===== config.mk =====
export PLATFORM = sky130hd
export DESIGN_NAME = hilo_muldiv_unit_flat
export DESIGN_NICKNAME = d
export VERILOG_FILES = /design/src/rtl/hilo_muldiv_unit_pkg.sv /design/src/rtl/hilo_muldiv_unit_if.sv /design/src/rtl/hilo_muldiv_unit_divider.sv /design/src/rtl/hilo_muldiv_unit.sv /design/src/flat_wrapper.sv
export SDC_FILE = /design/constraint.sdc
export NUM_CORES = 2
export LEC_CHECK = 0
export ABC_AREA = 0
export CORE_MARGIN = 2
export CORE_UTILIZATION = 60
export CTS_BUF_LIST = sky130_fd_sc_hd__clkbuf_2 sky130_fd_sc_hd__clkbuf_4 sky130_fd_sc_hd__clkbuf_8
export DETAILED_ROUTE_END_ITERATION = 12
export PLACE_DENSITY = 0.82
export SLEW_MARGIN = 20
export SYNTH_ARGS = -nofsm -noshare
export SYNTH_HDL_FRONTEND = slang
export SYNTH_SLANG_ARGS = --single-unit

===== constraint.sdc =====
create_clock -name clk -period 11.8 [get_ports clk]
set_clock_uncertainty 0.15 [all_clocks]
set_input_delay 3.54 -clock clk [delete_from_list [all_inputs] [get_ports clk]]
set_output_delay 3.54 -clock clk [all_outputs]
set_load 0.01 [all_outputs]

===== src/rtl/hilo_muldiv_unit_pkg.sv =====
`default_nettype none
// ============================================================================
// Module   : hilo_muldiv_unit_pkg
// Purpose  : Shared types, constants and helpers for the HI/LO mul/div unit.
//            Holds the HILO operation encoding (matches the decoder), the
//            execute-side state encoding and the multiply result helper.
// Ports    : none (package)
// Revision : 1.0 - initial release
// ============================================================================
package hilo_muldiv_unit_pkg;

  typedef enum logic [3:0] {
    HILO_NOP   = 4'd0,
    HILO_MULT  = 4'd1,
    HILO_MULTU = 4'd2,
    HILO_DIV   = 4'd3,
    HILO_DIVU  = 4'd4,
    HILO_MADD  = 4'd5,
    HILO_MADDU = 4'd6,
    HILO_MSUB  = 4'd7,
    HILO_MSUBU = 4'd8,
    HILO_MTHI  = 4'd9,
    HILO_MTLO  = 4'd10
  } hilo_op_t;

  typedef enum logic [1:0] {
    IDLE = 2'd0,
    MUL  = 2'd1,
    DIV  = 2'd2
  } hilo_state_t;

  // Restoring divide iterations; one more cycle is spent on the sign fix-up.
  localparam int DIV_ITER = 32;

  function automatic logic is_mul_op(input hilo_op_t op);
    return (op == HILO_MULT)  || (op == HILO_MULTU) ||
           (op == HILO_MADD)  || (op == HILO_MADDU) ||
           (op == HILO_MSUB)  || (op == HILO_MSUBU);
  endfunction

  // 64-bit result for the whole multiply class. Signed forms sign-extend both
  // operands to 64 bits; the low 64 bits of that product equal the true
  // signed 32x32 product, so one multiplier serves both signednesses.
  function automatic logic [63:0] mul_result(input hilo_op_t    op,
                                             input logic [31:0] a,
                                             input logic [31:0] b,
                                             input logic [63:0] acc);
    logic        sgn;
    logic [63:0] ea;
    logic [63:0] eb;
    logic [63:0] prod;
    sgn  = (op == HILO_MULT) || (op == HILO_MADD) || (op == HILO_MSUB);
    ea   = {{32{sgn & a[31]}}, a};
    eb   = {{32{sgn & b[31]}}, b};
    prod = ea * eb;
    case (op)
      HILO_MADD, HILO_MADDU: return acc + prod;
      HILO_MSUB, HILO_MSUBU: return acc - prod;
      default:               return prod;
    endcase
  endfunction

endpackage
`default_nettype wire


===== src/rtl/hilo_muldiv_unit_if.sv =====
`default_nettype none
// ============================================================================
// Module   : hilo_muldiv_unit_if
// Purpose  : Issue/result bundle between the execute stage and the HI/LO unit.
// Signals  : op_valid/op_type/op_a/op_b  - operation presented by the pipeline
//            cancel                      - flush of in-flight or presented op
//            hilo_rd_req                 - younger instruction touches HI/LO
//            op_ready/stall/busy         - flow control back to the pipeline
//            hi/lo                       - architectural HI/LO registers
// Modports : master (pipeline side), slave (unit side)
// Revision : 1.0 - initial release
// ============================================================================
interface hilo_muldiv_unit_if;
  import hilo_muldiv_unit_pkg::*;

  logic        op_valid;
  hilo_op_t    op_type;
  logic [31:0] op_a;
  logic [31:0] op_b;
  logic        op_ready;
  logic        cancel;
  logic        hilo_rd_req;
  logic        stall;
  logic        busy;
  logic [31:0] hi;
  logic [31:0] lo;

  modport master (
    output op_valid, op_type, op_a, op_b, cancel, hilo_rd_req,
    input  op_ready, stall, busy, hi, lo
  );

  modport slave (
    input  op_valid, op_type, op_a, op_b, cancel, hilo_rd_req,
    output op_ready, stall, busy, hi, lo
  );
endinterface
`default_nettype wire


===== src/rtl/hilo_muldiv_unit_divider.sv =====
`default_nettype none
// ============================================================================
// Module   : hilo_divider
// Purpose  : Iterative restoring 32/32 divider with start/done handshake.
//            start loads operand magnitudes; N_ITER shift-subtract steps
//            follow; done is raised in the next cycle with sign-corrected
//            quotient/remainder presented combinationally (fix-up cycle).
// Ports    : clk, rst        - clock, synchronous active-high reset
//            start, abort    - begin a divide / drop the one in progress
//            is_signed       - DIV (1) vs DIVU (0)
//            dividend/divisor- operands, sampled on start
//            done            - result valid this cycle (one cycle pulse)
//            quotient/remainder - results, valid while done
// Revision : 1.0 - initial release
// ============================================================================
module hilo_divider
  import hilo_muldiv_unit_pkg::*;
#(
  parameter int N_ITER = DIV_ITER
) (
  input  wire logic        clk,
  input  wire logic        rst,
  input  wire logic        start,
  input  wire logic        abort,
  input  wire logic        is_signed,
  input  wire logic [31:0] dividend,
  input  wire logic [31:0] divisor,
  output logic             done,
  output logic [31:0]      quotient,
  output logic [31:0]      remainder
);

  localparam logic [5:0] C_LAST = 6'(N_ITER);

  logic        active_q, active_d;
  logic [5:0]  cnt_q,    cnt_d;
  logic [31:0] rem_q,    rem_d;
  logic [31:0] quo_q,    quo_d;
  logic [31:0] dvs_q,    dvs_d;
  logic        qneg_q,   qneg_d;
  logic        rneg_q,   rneg_d;

  logic [32:0] w_shift;
  logic [32:0] w_trial;
  logic        w_a_neg;
  logic        w_b_neg;

  assign w_a_neg = is_signed & dividend[31];
  assign w_b_neg = is_signed & divisor[31];
  // Partial remainder shifted left by one with the next dividend bit in.
  assign w_shift = {rem_q, quo_q[31]};
  assign w_trial = w_shift - {1'b0, dvs_q};

  always_comb begin
    active_d = active_q;
    cnt_d    = cnt_q;
    rem_d    = rem_q;
    quo_d    = quo_q;
    dvs_d    = dvs_q;
    qneg_d   = qneg_q;
    rneg_d   = rneg_q;
    if (abort) begin
      active_d = 1'b0;
    end else if (start) begin
      active_d = 1'b1;
      cnt_d    = 6'd0;
      rem_d    = 32'd0;
      quo_d    = w_a_neg ? (32'd0 - dividend) : dividend;
      dvs_d    = w_b_neg ? (32'd0 - divisor)  : divisor;
      qneg_d   = w_a_neg ^ w_b_neg;
      rneg_d   = w_a_neg;
    end else if (active_q) begin
      if (cnt_q == C_LAST) begin
        active_d = 1'b0;
      end else begin
        cnt_d = cnt_q + 6'd1;
        if (!w_trial[32]) begin
          // Trial subtraction did not borrow: keep it, quotient bit is 1.
          rem_d = w_trial[31:0];
          quo_d = {quo_q[30:0], 1'b1};
        end else begin
          rem_d = w_shift[31:0];
          quo_d = {quo_q[30:0], 1'b0};
        end
      end
    end
  end

  always_ff @(posedge clk) begin
    if (rst) begin
      active_q <= 1'b0;
      cnt_q    <= 6'd0;
      rem_q    <= 32'd0;
      quo_q    <= 32'd0;
      dvs_q    <= 32'd0;
      qneg_q   <= 1'b0;
      rneg_q   <= 1'b0;
    end else begin
      active_q <= active_d;
      cnt_q    <= cnt_d;
      rem_q    <= rem_d;
      quo_q    <= quo_d;
      dvs_q    <= dvs_d;
      qneg_q   <= qneg_d;
      rneg_q   <= rneg_d;
    end
  end

  // Sign fix-up: quotient truncates toward zero, remainder follows dividend.
  // 0x80000000 / -1 negates twice to 0x80000000, the expected wrap.
  assign done      = active_q & (cnt_q == C_LAST);
  assign quotient  = qneg_q ? (32'd0 - quo_q) : quo_q;
  assign remainder = rneg_q ? (32'd0 - rem_q) : rem_q;

endmodule
`default_nettype wire


===== src/rtl/hilo_muldiv_unit.sv =====
`default_nettype none
// ============================================================================
// Module   : hilo_muldiv_unit
// Purpose  : Execute-stage owner of HI/LO. Runs multiply, multiply-accumulate
//            and divide in the background and stalls only younger HILO users
//            (or new HILO ops) while an operation is in flight.
// Ports    : clk  - clock
//            rst  - synchronous active-high reset
//            bus  - hilo_muldiv_unit_if.slave: op_valid/op_type/op_a/op_b,
//                   cancel, hilo_rd_req in; op_ready, stall, busy, hi, lo out
// Params   : MUL_LATENCY - busy cycles for the multiply class (1..8)
//            DIV_CYCLES  - busy cycles for DIV/DIVU (fixed at 33)
// Revision : 1.0 - initial release
// ============================================================================
module hilo_muldiv_unit
  import hilo_muldiv_unit_pkg::*;
#(
  parameter int MUL_LATENCY = 3,
  parameter int DIV_CYCLES  = 33
) (
  input  wire logic          clk,
  input  wire logic          rst,
  hilo_muldiv_unit_if.slave  bus
);

  localparam logic [2:0] C_MUL_LAST = 3'(MUL_LATENCY - 1);

  hilo_state_t state_q, state_d;
  logic        busy_q,  busy_d;
  logic [2:0]  cnt_q,   cnt_d;
  hilo_op_t    op_q,    op_d;
  logic [31:0] a_q,     a_d;
  logic [31:0] b_q,     b_d;
  logic [63:0] acc_q,   acc_d;
  logic        dz_q,    dz_d;
  logic [31:0] hi_q,    hi_d;
  logic [31:0] lo_q,    lo_d;

  logic        w_accept;
  logic        w_div_start;
  logic        w_div_done;
  logic [31:0] w_div_quo;
  logic [31:0] w_div_rem;
  logic [63:0] w_mul_res;

  // cancel discards an op presented in the same cycle, MTHI/MTLO included.
  assign w_accept    = bus.op_valid & ~busy_q & ~bus.cancel;
  assign w_div_start = w_accept & ((bus.op_type == HILO_DIV) ||
                                   (bus.op_type == HILO_DIVU));
  assign w_mul_res   = mul_result(op_q, a_q, b_q, acc_q);

  hilo_divider #(
    .N_ITER (DIV_CYCLES - 1)
  ) u_divider (
    .clk       (clk),
    .rst       (rst),
    .start     (w_div_start),
    .abort     (bus.cancel),
    .is_signed (bus.op_type == HILO_DIV),
    .dividend  (bus.op_a),
    .divisor   (bus.op_b),
    .done      (w_div_done),
    .quotient  (w_div_quo),
    .remainder (w_div_rem)
  );

  always_comb begin
    state_d = state_q;
    busy_d  = busy_q;
    cnt_d   = cnt_q;
    op_d    = op_q;
    a_d     = a_q;
    b_d     = b_q;
    acc_d   = acc_q;
    dz_d    = dz_q;
    hi_d    = hi_q;
    lo_d    = lo_q;
    case (state_q)
      IDLE: begin
        if (w_accept) begin
          if (bus.op_type == HILO_MTHI) begin
            hi_d = bus.op_a;
          end else if (bus.op_type == HILO_MTLO) begin
            lo_d = bus.op_a;
          end else if (is_mul_op(bus.op_type)) begin
            state_d = MUL;
            busy_d  = 1'b1;
            cnt_d   = C_MUL_LAST;
            op_d    = bus.op_type;
            a_d     = bus.op_a;
            b_d     = bus.op_b;
            // Accumulate ops use HI/LO as they stand at acceptance.
            acc_d   = {hi_q, lo_q};
          end else if (w_div_start) begin
            state_d = DIV;
            busy_d  = 1'b1;
            dz_d    = (bus.op_b == 32'd0);
          end
        end
      end
      MUL: begin
        if (bus.cancel) begin
          state_d = IDLE;
          busy_d  = 1'b0;
        end else if (cnt_q == 3'd0) begin
          state_d = IDLE;
          busy_d  = 1'b0;
          hi_d    = w_mul_res[63:32];
          lo_d    = w_mul_res[31:0];
        end else begin
          cnt_d = cnt_q - 3'd1;
        end
      end
      DIV: begin
        if (bus.cancel) begin
          state_d = IDLE;
          busy_d  = 1'b0;
        end else if (w_div_done) begin
          state_d = IDLE;
          busy_d  = 1'b0;
          // Divide by zero burns the full latency but leaves HI/LO alone.
          if (!dz_q) begin
            hi_d = w_div_rem;
            lo_d = w_div_quo;
          end
        end
      end
      default: begin
        state_d = IDLE;
        busy_d  = 1'b0;
      end
    endcase
  end

  always_ff @(posedge clk) begin
    if (rst) begin
      state_q <= IDLE;
      busy_q  <= 1'b0;
      cnt_q   <= 3'd0;
      op_q    <= HILO_NOP;
      a_q     <= 32'd0;
      b_q     <= 32'd0;
      acc_q   <= 64'd0;
      dz_q    <= 1'b0;
      hi_q    <= 32'd0;
      lo_q    <= 32'd0;
    end else begin
      state_q <= state_d;
      busy_q  <= busy_d;
      cnt_q   <= cnt_d;
      op_q    <= op_d;
      a_q     <= a_d;
      b_q     <= b_d;
      acc_q   <= acc_d;
      dz_q    <= dz_d;
      hi_q    <= hi_d;
      lo_q    <= lo_d;
    end
  end

  assign bus.op_ready = ~busy_q;
  assign bus.busy     = busy_q;
  assign bus.stall    = busy_q & (bus.hilo_rd_req | bus.op_valid);
  assign bus.hi       = hi_q;
  assign bus.lo       = lo_q;

endmodule
`default_nettype wire


===== src/flat_wrapper.sv =====
// flat-port wrapper written by rule: the top's interface ports become plain ports
module hilo_muldiv_unit_flat import hilo_muldiv_unit_pkg::*;
#(
  parameter int MUL_LATENCY = 3,
  parameter int DIV_CYCLES  = 33
)
  (clk, rst, bus_op_valid, bus_op_type, bus_op_a, bus_op_b, bus_cancel, bus_hilo_rd_req, bus_op_ready, bus_stall, bus_busy, bus_hi, bus_lo);
  hilo_muldiv_unit_if bus_i ();
  input  wire logic clk;
  input  wire logic rst;
  input wire logic [$bits(bus_i.op_valid)-1:0] bus_op_valid;
  input wire logic [$bits(bus_i.op_type)-1:0] bus_op_type;
  input wire logic [$bits(bus_i.op_a)-1:0] bus_op_a;
  input wire logic [$bits(bus_i.op_b)-1:0] bus_op_b;
  input wire logic [$bits(bus_i.cancel)-1:0] bus_cancel;
  input wire logic [$bits(bus_i.hilo_rd_req)-1:0] bus_hilo_rd_req;
  output wire logic [$bits(bus_i.op_ready)-1:0] bus_op_ready;
  output wire logic [$bits(bus_i.stall)-1:0] bus_stall;
  output wire logic [$bits(bus_i.busy)-1:0] bus_busy;
  output wire logic [$bits(bus_i.hi)-1:0] bus_hi;
  output wire logic [$bits(bus_i.lo)-1:0] bus_lo;
  assign bus_i.op_valid = bus_op_valid;
  assign bus_i.op_type = bus_op_type;
  assign bus_i.op_a = bus_op_a;
  assign bus_i.op_b = bus_op_b;
  assign bus_i.cancel = bus_cancel;
  assign bus_i.hilo_rd_req = bus_hilo_rd_req;
  assign bus_op_ready = bus_i.op_ready;
  assign bus_stall = bus_i.stall;
  assign bus_busy = bus_i.busy;
  assign bus_hi = bus_i.hi;
  assign bus_lo = bus_i.lo;
  hilo_muldiv_unit #(.MUL_LATENCY(MUL_LATENCY), .DIV_CYCLES(DIV_CYCLES)) u_core (.clk(clk), .rst(rst), .bus(bus_i));
endmodule

==> results.toml <==
[clock_network]
clock_sinks = 308
h-tree-depth = 2
ctsHoldBuffers = 0
clockBufferDepth = 3
tritoncts = "done"
cts_buffers = 55
path_clk_slew_ns = 0.07
insertion_delay_ns = 0.69
cts_root_buffer = "clkbuf_8"

[timing]
min_period_ns = 11.41
setup_violations = 0
timing.fmax_ghz = 0.0876
hold_viol = 0
fin_crit_sh_pct = 96.7
relSlewSlack_pct = 24.7
slew_viol_final = 0
finalSetupTns_ns = 0
worstMarginPinSlew_ns = 1.13

[global_route]
grt-ovfl-total = 0
grt_max_degree = 114
grt_antenna_before_repair = 5
track_usage_pct = 36.9
grt_pass1_wl_mm = 296
grt_pass1_vias = 54400

[yosys]
synthArstFlopShare_pct = 0
mappedNetlistNets = 8782
syn_area_um2 = 60000
avgSynthCellArea_um2 = 8.26
synth_cells = 7262
synth_seq_area_share_pct = 10.3
synthFlopType = "dfxtp_1"
synth.distinct_cells = 95
yosysWarningCount = 0
yosys_register_bits = 308
synth_edf_count = 0

[die]
core_um2 = 98700
row_count = 115
die_h_um = 320
die_x_um = 320
dieArea_um2 = 102000
initial_core_util_pct = 60.7
ios = 140

[detailed_routing]
finalWirelength_mm = 187
vias_per_cell = 6.04
num_vias = 52600
drtIter0Drc = 5060
route.detailed.drc = 0
ant_nets = 0
avgRoutedWirePerCell_um = 21.5
drtPass1Iterations = 6

[worst_setup_path]
cp.required_ns = 12.16
path_common_cell = "fa_1"
crit_arrival_ns = 11.78
cp.buffers_inverters = 8
slowest_delay_ns = 0.59
crit_family = "adder cells"
critical_path_peak_fanout = 23
path_class = "register to register"
slowest_stage = "fa_1"
cp-start-kind = "register"
cp-end-kind = "register"

[finish]
syn2layout_area_growth_pct = 9.61
fin_nets = 8898
fillers = 8012
multi_input_area_um2 = 47900
drive_gt1_share_pct = 7.68
utilization_pct = 66.6
mostFrequentLayoutCells = "1,336 x nand2_1, 1,186 x inv_1, 1,122 x fa_1"
final_common_cell = "nand2_1"
finalInstanceArea_um2 = 65700
seqCellArea_um2 = 6190

[place]
port_buffers = 139
dp.final_hpwl_mm = 151
place_congestion = 1.01
placed_area_um2 = 64200

[job]
cap_violations = 0

[power]
cellLeakagePower_nw = 28.4
power_density_nw_per_um2 = 64.2
peakVddDrop_mv = 0.0886

[min_path]
min_path_type = "register to register"

[status]
status = "finished, final reports clean"
[cells in the mapped netlist, types with 26 or more instances]
library cell,count,area [um2]
a211oi_1,96,721
a21o_1,67,503
a21oi_1,466,2330
a31oi_1,26,163
and2_1,294,1840
and3_1,42,263
clkbuf_1,397,1490
dfxtp_1,308,6170
fa_1,1127,22600
ha_1,320,4000
inv_1,1187,4460
mux2i_1,41,410
nand2_1,1339,5030
nand2b_1,32,200
nand3_1,66,330
nand4_1,26,163
nor2_1,336,1260
nor3_1,67,335
nor4_1,26,163
o211ai_1,36,270
o21ai_0,212,1060
o31ai_1,38,285
or2_2,31,194
or3_1,33,206
xnor2_1,219,1920
xor2_1,101,885
[area by class of cell]
type | instances | area share [%]
repair buffers | 476 | 6.46
well taps | 1287 | 2.45
diodes | 3 | 0.0114
flip-flops and latches | 308 | 9.41
inverters | 1189 | 6.79
clock inverters | 18 | 0.398
multi-input cells | 5348 | 72.9
clock buffers | 79 | 1.54
[layer usage]
layer	global-route usage, %	vias to the layer above	share of wire [%]
li1	-	23000	-
met4	20.9	4	6.7
met3	5.78	733	8.4
met1	45.9	26100	37
met5	0	-	0.012
met2	61.3	2760	48
[state kept, by name, indices dropped and copies added (netlist names), 2 cells and up]
register and cells:
u_core.op_q 4, u_core.state_q 2, u_core.bus.lo 32, u_core.a_q 32
u_core.cnt_q 3, u_core.bus.hi 32, u_core.u_divider.rem_q 32, u_core.b_q 32
u_core.u_divider.dvs_q 32, u_core.u_divider.quo_q 32, u_core.acc_q 64, u_core.u_divider.cnt_q 6
[timing repair]
item / 4_1_cts / 5_1_grt
setup buffers: 0 / 7
setup endpoints to repair: 4 / 20
pin swaps: 0 / 10
resized for setup: 5 / 64
[where the power goes]
part	switching [mW]	internal (mW)	leakage (nW)
Combinational	1.09	0.787	25.2
Clock	0.518	0.686	0.675
Sequential	0.0590	1.07	2.49
Total	1.67	2.55	28.4
[worst min-delay path, cell delays in order (launching register included)]
cell     delay (ns)
dfxtp_1        0.31
nand2_1        0.05
a21oi_1        0.05
[cells by family after synthesis]
kind of cell,after synthesis,synth area share (%)
fa+ha+maj,1447,44.3
buf+inv,1606,10.2
mux,43,0.722
flops,308,10.3
compound gates,1154,11.9
simple gates,2383,17.9
xor+xnor,321,4.70
[through the flow]
stage	worst slack [ns]	hold slack, ns	total power [mW]	instances
4_1_cts	0.00410	0.312	4.17	8698
5_1_grt	-0.0577	0.326	4.41	8705
2_1_floorplan	0.210	0.286	2.28	7262
3_3_place_gp	0.0673	0.291	2.96	8601
6_report	0.386	0.310	4.22	8708
3_5_place_dp	-0.235	0.303	2.97	8601
[worst paths after layout]
path	from	end	slack, ns	cells after the start
worst max-delay path	u_core.b_q[12]	u_core.bus.hi[29]	0.39	43
worst min-delay path	u_core.acc_q[60]	u_core.acc_q[60]	0.31	2
worst max register to register	u_core.b_q[12]	u_core.bus.hi[29]	0.39	43
worst min register to register	u_core.acc_q[60]	u_core.acc_q[60]	0.31	2
(Power assumes the default switching activity.)
